===== src/rtl/dmem_if.sv =====
// dmem_if: load/store port between the datapath and the data-memory responder
interface dmem_if;
    logic        req;
    logic        we;
    logic        size;
    logic [31:0] addr;
    logic [31:0] wdata;
    logic [31:0] rdata;
    logic        ready;
    logic        err;
    logic        busy;
    modport master(output req, we, size, addr, wdata, input rdata, ready, err, busy);
    modport slave(input req, we, size, addr, wdata, output rdata, ready, err, busy);
endinterface


===== src/rtl/dmem_responder.sv =====
// dmem_responder: multi-cycle word/byte data memory with programmable wait states
module dmem_responder #(
    parameter int DEPTH       = 64,
    parameter int WAIT_CYCLES = 2
) (
    input logic   clk,
    input logic   reset,
    dmem_if.slave bus
);
    localparam int IW = $clog2(DEPTH);

    typedef enum logic [1:0] {IDLE, WAIT, RESP} state_t;

    state_t      state, state_n;
    logic [3:0]  cnt, cnt_n;
    logic        we_q, size_q;
    logic [31:0] addr_q, wdata_q;
    logic [31:0] mem [DEPTH];

    logic        accept;
    logic [31:0] a_addr;
    logic        a_we, a_size, a_err;
    logic [31:0] word;
    logic [7:0]  lane_byte;

    assign accept    = state == IDLE && bus.req;
    assign bus.busy  = state != IDLE;
    // In IDLE the response is built straight from the bus so a zero-wait access can enter RESP on its accept edge
    assign a_addr    = (state == IDLE) ? bus.addr : addr_q;
    assign a_we      = (state == IDLE) ? bus.we : we_q;
    assign a_size    = (state == IDLE) ? bus.size : size_q;
    assign a_err     = (|a_addr[31:IW+2]) || (!a_size && |a_addr[1:0]);
    assign word      = mem[a_addr[IW+1:2]];
    assign lane_byte = word[{a_addr[1:0], 3'b000} +: 8];

    // State and wait counter registers
    always_ff @(posedge clk or negedge reset) begin
        if (!reset) begin
            state <= IDLE;
            cnt   <= 4'd0;
        end else begin
            state <= state_n;
            cnt   <= cnt_n;
        end
    end

    // Next state: accept in IDLE, count down in WAIT, RESP always returns to IDLE
    always_comb begin
        state_n = state;
        cnt_n   = cnt;
        if (accept) begin
            state_n = (WAIT_CYCLES == 0) ? RESP : WAIT;
            cnt_n   = (WAIT_CYCLES == 0) ? 4'd0 : 4'(WAIT_CYCLES - 1);
        end else if (state == WAIT) begin
            state_n = (cnt == 4'd0) ? RESP : WAIT;
            cnt_n   = (cnt == 4'd0) ? 4'd0 : cnt - 4'd1;
        end else if (state == RESP) begin
            state_n = IDLE;
        end
    end

    // Latch the request on accept; later bus changes are ignored
    always_ff @(posedge clk or negedge reset) begin
        if (!reset) begin
            we_q    <= 1'b0;
            size_q  <= 1'b0;
            addr_q  <= '0;
            wdata_q <= '0;
        end else if (accept) begin
            we_q    <= bus.we;
            size_q  <= bus.size;
            addr_q  <= bus.addr;
            wdata_q <= bus.wdata;
        end
    end

    // Registered completion: ready/err/rdata are loaded on the edge entering RESP
    always_ff @(posedge clk or negedge reset) begin
        if (!reset) begin
            bus.ready <= 1'b0;
            bus.err   <= 1'b0;
            bus.rdata <= '0;
        end else begin
            bus.ready <= state_n == RESP;
            bus.err   <= state_n == RESP && a_err;
            bus.rdata <= (state_n != RESP || a_err || a_we) ? '0 : a_size ? {24'h0, lane_byte} : word;
        end
    end

    // Commit stores on the edge ending RESP; a reset during RESP leaves IDLE and drops the write
    always_ff @(posedge clk) begin
        if (state == RESP && we_q && !bus.err) begin
            if (size_q) mem[addr_q[IW+1:2]][{addr_q[1:0], 3'b000} +: 8] <= wdata_q[7:0];
            else mem[addr_q[IW+1:2]] <= wdata_q;
        end
    end
endmodule


===== src/flat_wrapper.sv =====
// flat-port wrapper written by rule: the top's interface ports become plain ports
module dmem_responder_flat 
#(
    parameter int DEPTH       = 64,
    parameter int WAIT_CYCLES = 2
)
  (clk, reset, bus_req, bus_we, bus_size, bus_addr, bus_wdata, bus_rdata, bus_ready, bus_err, bus_busy);
  dmem_if bus_i ();
  input logic clk;
  input logic reset;
  input wire logic [$bits(bus_i.req)-1:0] bus_req;
  input wire logic [$bits(bus_i.we)-1:0] bus_we;
  input wire logic [$bits(bus_i.size)-1:0] bus_size;
  input wire logic [$bits(bus_i.addr)-1:0] bus_addr;
  input wire logic [$bits(bus_i.wdata)-1:0] bus_wdata;
  output wire logic [$bits(bus_i.rdata)-1:0] bus_rdata;
  output wire logic [$bits(bus_i.ready)-1:0] bus_ready;
  output wire logic [$bits(bus_i.err)-1:0] bus_err;
  output wire logic [$bits(bus_i.busy)-1:0] bus_busy;
  assign bus_i.req = bus_req;
  assign bus_i.we = bus_we;
  assign bus_i.size = bus_size;
  assign bus_i.addr = bus_addr;
  assign bus_i.wdata = bus_wdata;
  assign bus_rdata = bus_i.rdata;
  assign bus_ready = bus_i.ready;
  assign bus_err = bus_i.err;
  assign bus_busy = bus_i.busy;
  dmem_responder #(.DEPTH(DEPTH), .WAIT_CYCLES(WAIT_CYCLES)) u_core (.clk(clk), .reset(reset), .bus(bus_i));
endmodule

===== config.mk =====
export PLATFORM = sky130hd
export DESIGN_NAME = dmem_responder_flat
export DESIGN_NICKNAME = d
export VERILOG_FILES = /design/src/rtl/dmem_if.sv /design/src/rtl/dmem_responder.sv /design/src/flat_wrapper.sv
export SDC_FILE = /design/constraint.sdc
export NUM_CORES = 2
export LEC_CHECK = 0
export CAP_MARGIN = 20
export CORE_MARGIN = 3
export CORE_UTILIZATION = 60
export DETAILED_ROUTE_END_ITERATION = 16
export PLACE_DENSITY = 0.77
export SLEW_MARGIN = 20
export SYNTH_ARGS = -nofsm -noshare
export SYNTH_HDL_FRONTEND = slang
export SYNTH_SLANG_ARGS = --single-unit

===== constraint.sdc =====
create_clock -name clk -period 7.5 [get_ports clk]
set_input_delay 2.25 -clock clk [delete_from_list [all_inputs] [get_ports clk]]
set_output_delay 2.25 -clock clk [all_outputs]
set_load 0.005 [all_outputs]

==> reports/qor.csv <==
metric,value,unit
outcome,"finished, final reports clean",
DR DRC count,0,
"Remaining Overflow, GRT",0,
Resized Gates After CTS,0,
CP max FO,44,
drt wl/cell,33.04,um
fraction of layout cells with a size suffix above 1,12.11,%
post-synthesis mux area share,6.777,%
die height,389.3,um
clock transition at the registers of the reported paths,0.06,ns
Post-Synth Simple-Gate Area,9.930,%
main combinational cell family by area after synthesis,simple AND/OR/NAND/NOR gates,
WP data required,8.29,ns
final clock skew,0.04423,ns
post-synthesis compound-gate area fraction,8.005,%
DRC violation total after the first TritonRoute iteration,9560,
Place WS,0.6027,ns
register bit count reported by yosys,2154,
Period minus WS final,6.375,ns
Die ar.,151500,sq um
met1 Resource Use GR,47.50,%
fillers,9479,
syn_nets,6054,
Max Cap Viol,0,
critical path class,in2reg,
Final WS setup,1.125,ns
Max Root-Sink Buffers,3,
Synth Cell Area,88140,sq um
register area,64150,sq um
CTS tree,yes,
number of global-route vias before repair,54990,
Final setup viols,0,
core box area,145700,sq um
final wirelength,269.1,mm
met2 usage,50.99,%
nets,6119,
VDD IR max,313.3,uV
Synth Area in XOR/XNOR,0.009937,%
Tcrit/Tclk final,85.00,%
CTS sink cnt,2154,
clock root cell,clkbuf_16,
critical path capture point type,flip-flop,
most used routing layer in global routing,met2,
Synthesis Warnings,0,
Synth Flop Type,edfxtp_1,
relative slew slack,18.20,%
number of synthesized flops with an enable pin,2048,
row count,140,
Post-CTS Setup Bufs,0,
Fin. Hold Viols,0,
Port Buffer Count,103,
Vias/cell,7.113,
routability cong.,0.9854,
cell count after synthesis,5979,
post-DP HPWL,165.3,mm
Area Growth Syn to Fin,11.71,%
via count,57930,
I/O pins,104,
HP Class,reg2reg,
first-pass GRT wire length,385.3,mm
Die Span X,389.3,um
clock buffer count from CTS,208,
Total GRT Usage,35.17,%
Power Density,417.2,nW/um^2
initial antenna violation count,9,
"Slew Viols, Final",0,
First-pass DRT Iterations,8,
Detail Route Antenna Nets,0,
asr flop ratio synth,4.921,%
Critical Path AT,7.16,ns
Netlist cell types,91,
met3 usage,12.28,%
CP Launch Type,primary input,
maximum clock rate,156.9,MHz
Hold Buf Count CTS,0,
clock latency on the worst-skew pair,0.86,ns
Worst Tran Pin Value,1.224,ns
post-synthesis sequential area ratio,72.78,%
final core occ,67.56,%
pin count of the biggest net entering global routing,200,
Initial Util,60.48,%
unrepaired setup endpoints after global routing,false,
TNS Setup,0,ns
H-tree depth,4,
Synth Area per Inst,14.74,sq um
footprint of the multi-input gates,22510,sq um
Leakage,33.18,nW
Post-Synth Adder-Cell Area,0.08517,%
==> cell usage after synthesis, drive strengths merged, types with 106 or more instances <==
| cell type | number | area (sq um) |
|---|---|---|
| a211oi | 157 | 1184 |
| a21oi | 124 | 620.6 |
| and3 | 161 | 1007 |
| buf | 202 | 1270 |
| clkbuf | 214 | 803.3 |
| dfrtp | 106 | 2653 |
| edfxtp | 2048 | 61500 |
| mux2i | 266 | 2663 |
| mux4 | 111 | 2500 |
| nand2 | 869 | 3286 |
| nand3 | 246 | 1231 |
| nor2 | 377 | 1425 |
| nor3 | 116 | 585.6 |
| o21ai | 218 | 1091 |
==> worst paths after layout <==
path	endpoint	slack [ns]	from	cells past startpoint
hold / removal	u_core.addr_q[19]$_DFFE_PN0P_	0.48	u_core.addr_q[19]$_DFFE_PN0P_	2
hold reg to reg	u_core.addr_q[19]$_DFFE_PN0P_	0.48	u_core.addr_q[19]$_DFFE_PN0P_	2
setup reg to reg	u_core.bus.rdata[6]$_DFF_PN0_	2.03	u_core.state[0]$_DFF_PN0_	11
setup / recovery	u_core.bus.rdata[6]$_DFF_PN0_	1.12	bus_addr[5]	10
min in group asynchronous	u_core.wdata_q[25]$_DFFE_PN0P_	1.59	reset	1
max in group asynchronous	u_core.addr_q[3]$_DFFE_PN0P_	4.64	reset	2
==> state kept, by name, indices dropped and copies added (netlist names) <==
signal and count:
u_core.state 2, u_core.wdata_q 32, u_core.cnt 4, u_core.mem 2048
u_core.we_q 1, u_core.addr_q 32, u_core.bus.ready 1, u_core.bus.err 1
u_core.bus.rdata 32, u_core.size_q 1
==> stage by stage <==
step | area, sq um | power, mW | instances | hold WS (ns)
after global placement | 91620 | 29.89 | 7747 | 0.4589
after floorplan | 88140 | 24.12 | 5979 | 0.4455
after CTS | 98390 | 40.41 | 8137 | 0.4767
final | 98470 | 41.08 | 8144 | 0.4780
after global routing | 98460 | 41.94 | 8141 | 0.4893
after detailed placement | 91650 | 30.13 | 7747 | 0.4618
==> kinds of logic (layout without fill, tap and decap cells) <==
family | Yosys count | after routing
adder cells (fa/ha/maj) | 6 | 6
AO/OA/AOI/OAI | 997 | 997
other | 0 | 3
buffers and inverters | 430 | 675
flip-flops | 2154 | 2154
AND/OR/NAND/NOR | 1942 | 1942
XOR/XNOR | 1 | 1
multiplexers | 449 | 449
==> layout by cell type (no fill, tap or decap), drive strengths merged, types with 16 or more instances in the layout <==
cell / Yosys / layout
bufinv: 0 / 18
clkbuf: 214 / 276
edfxtp: 2048 / 2048
a221o: 17 / 17
a211oi: 157 / 157
o21ai: 218 / 218
inv: 14 / 19
mux2i: 266 / 266
clkinv: 0 / 89
nand2: 869 / 869
or4: 17 / 17
nand3: 246 / 246
o22ai: 41 / 41
a2111o: 22 / 22
o2111a: 30 / 30
o211ai: 38 / 38
a22oi: 39 / 39
a32oi: 48 / 48
dfrtp: 106 / 106
nand2b: 27 / 27
mux2: 72 / 72
nor2: 377 / 377
nand4: 39 / 39
mux4: 111 / 111
a21oi: 124 / 124
a221oi: 42 / 42
nor4: 21 / 21
a311oi: 23 / 23
and3: 161 / 161
and2: 17 / 17
clkdlybuf4s50: 0 / 101
buf: 202 / 170
nor3: 116 / 116
a31oi: 72 / 72
a32o: 16 / 16
==> where the power goes <==
group	switching, mW	internal (mW)	total (mW)
Combinational	11.3	4.61	16.0
Sequential	0.268	14.4	14.7
Clock	4.52	5.91	10.4
Total	16.1	24.9	41.1
==> routing by layer <==
layer	wire length [um]	vias to the layer above
li1	-	23350
met1	93640	28600
met2	118100	5011
met3	41050	953
met4	16090	12
met5	139	-
==> worst max-delay path: stages <==
cell             delay [ns]
clkdlybuf4s50_1        0.90
or4b_2                 0.28
o21a_2                 0.73
buf_12                 0.37
o22ai_1                0.14
a221oi_1               0.77
o22ai_1                0.20
o41ai_1                0.97
buf_4                  0.28
and4b_1                0.20
==> area by class of cell <==
cell class              instances  area share (%)
multi-input cells            3395           22.86
well taps                    1917           2.436
diodes                          3        0.007624
flip-flops and latches       2154           65.15
clock inverters               114           1.100
clock buffers                 276           5.745
inverters                      14         0.05337
repair buffers                271           2.646
Power figures use the tool's default switching activity.
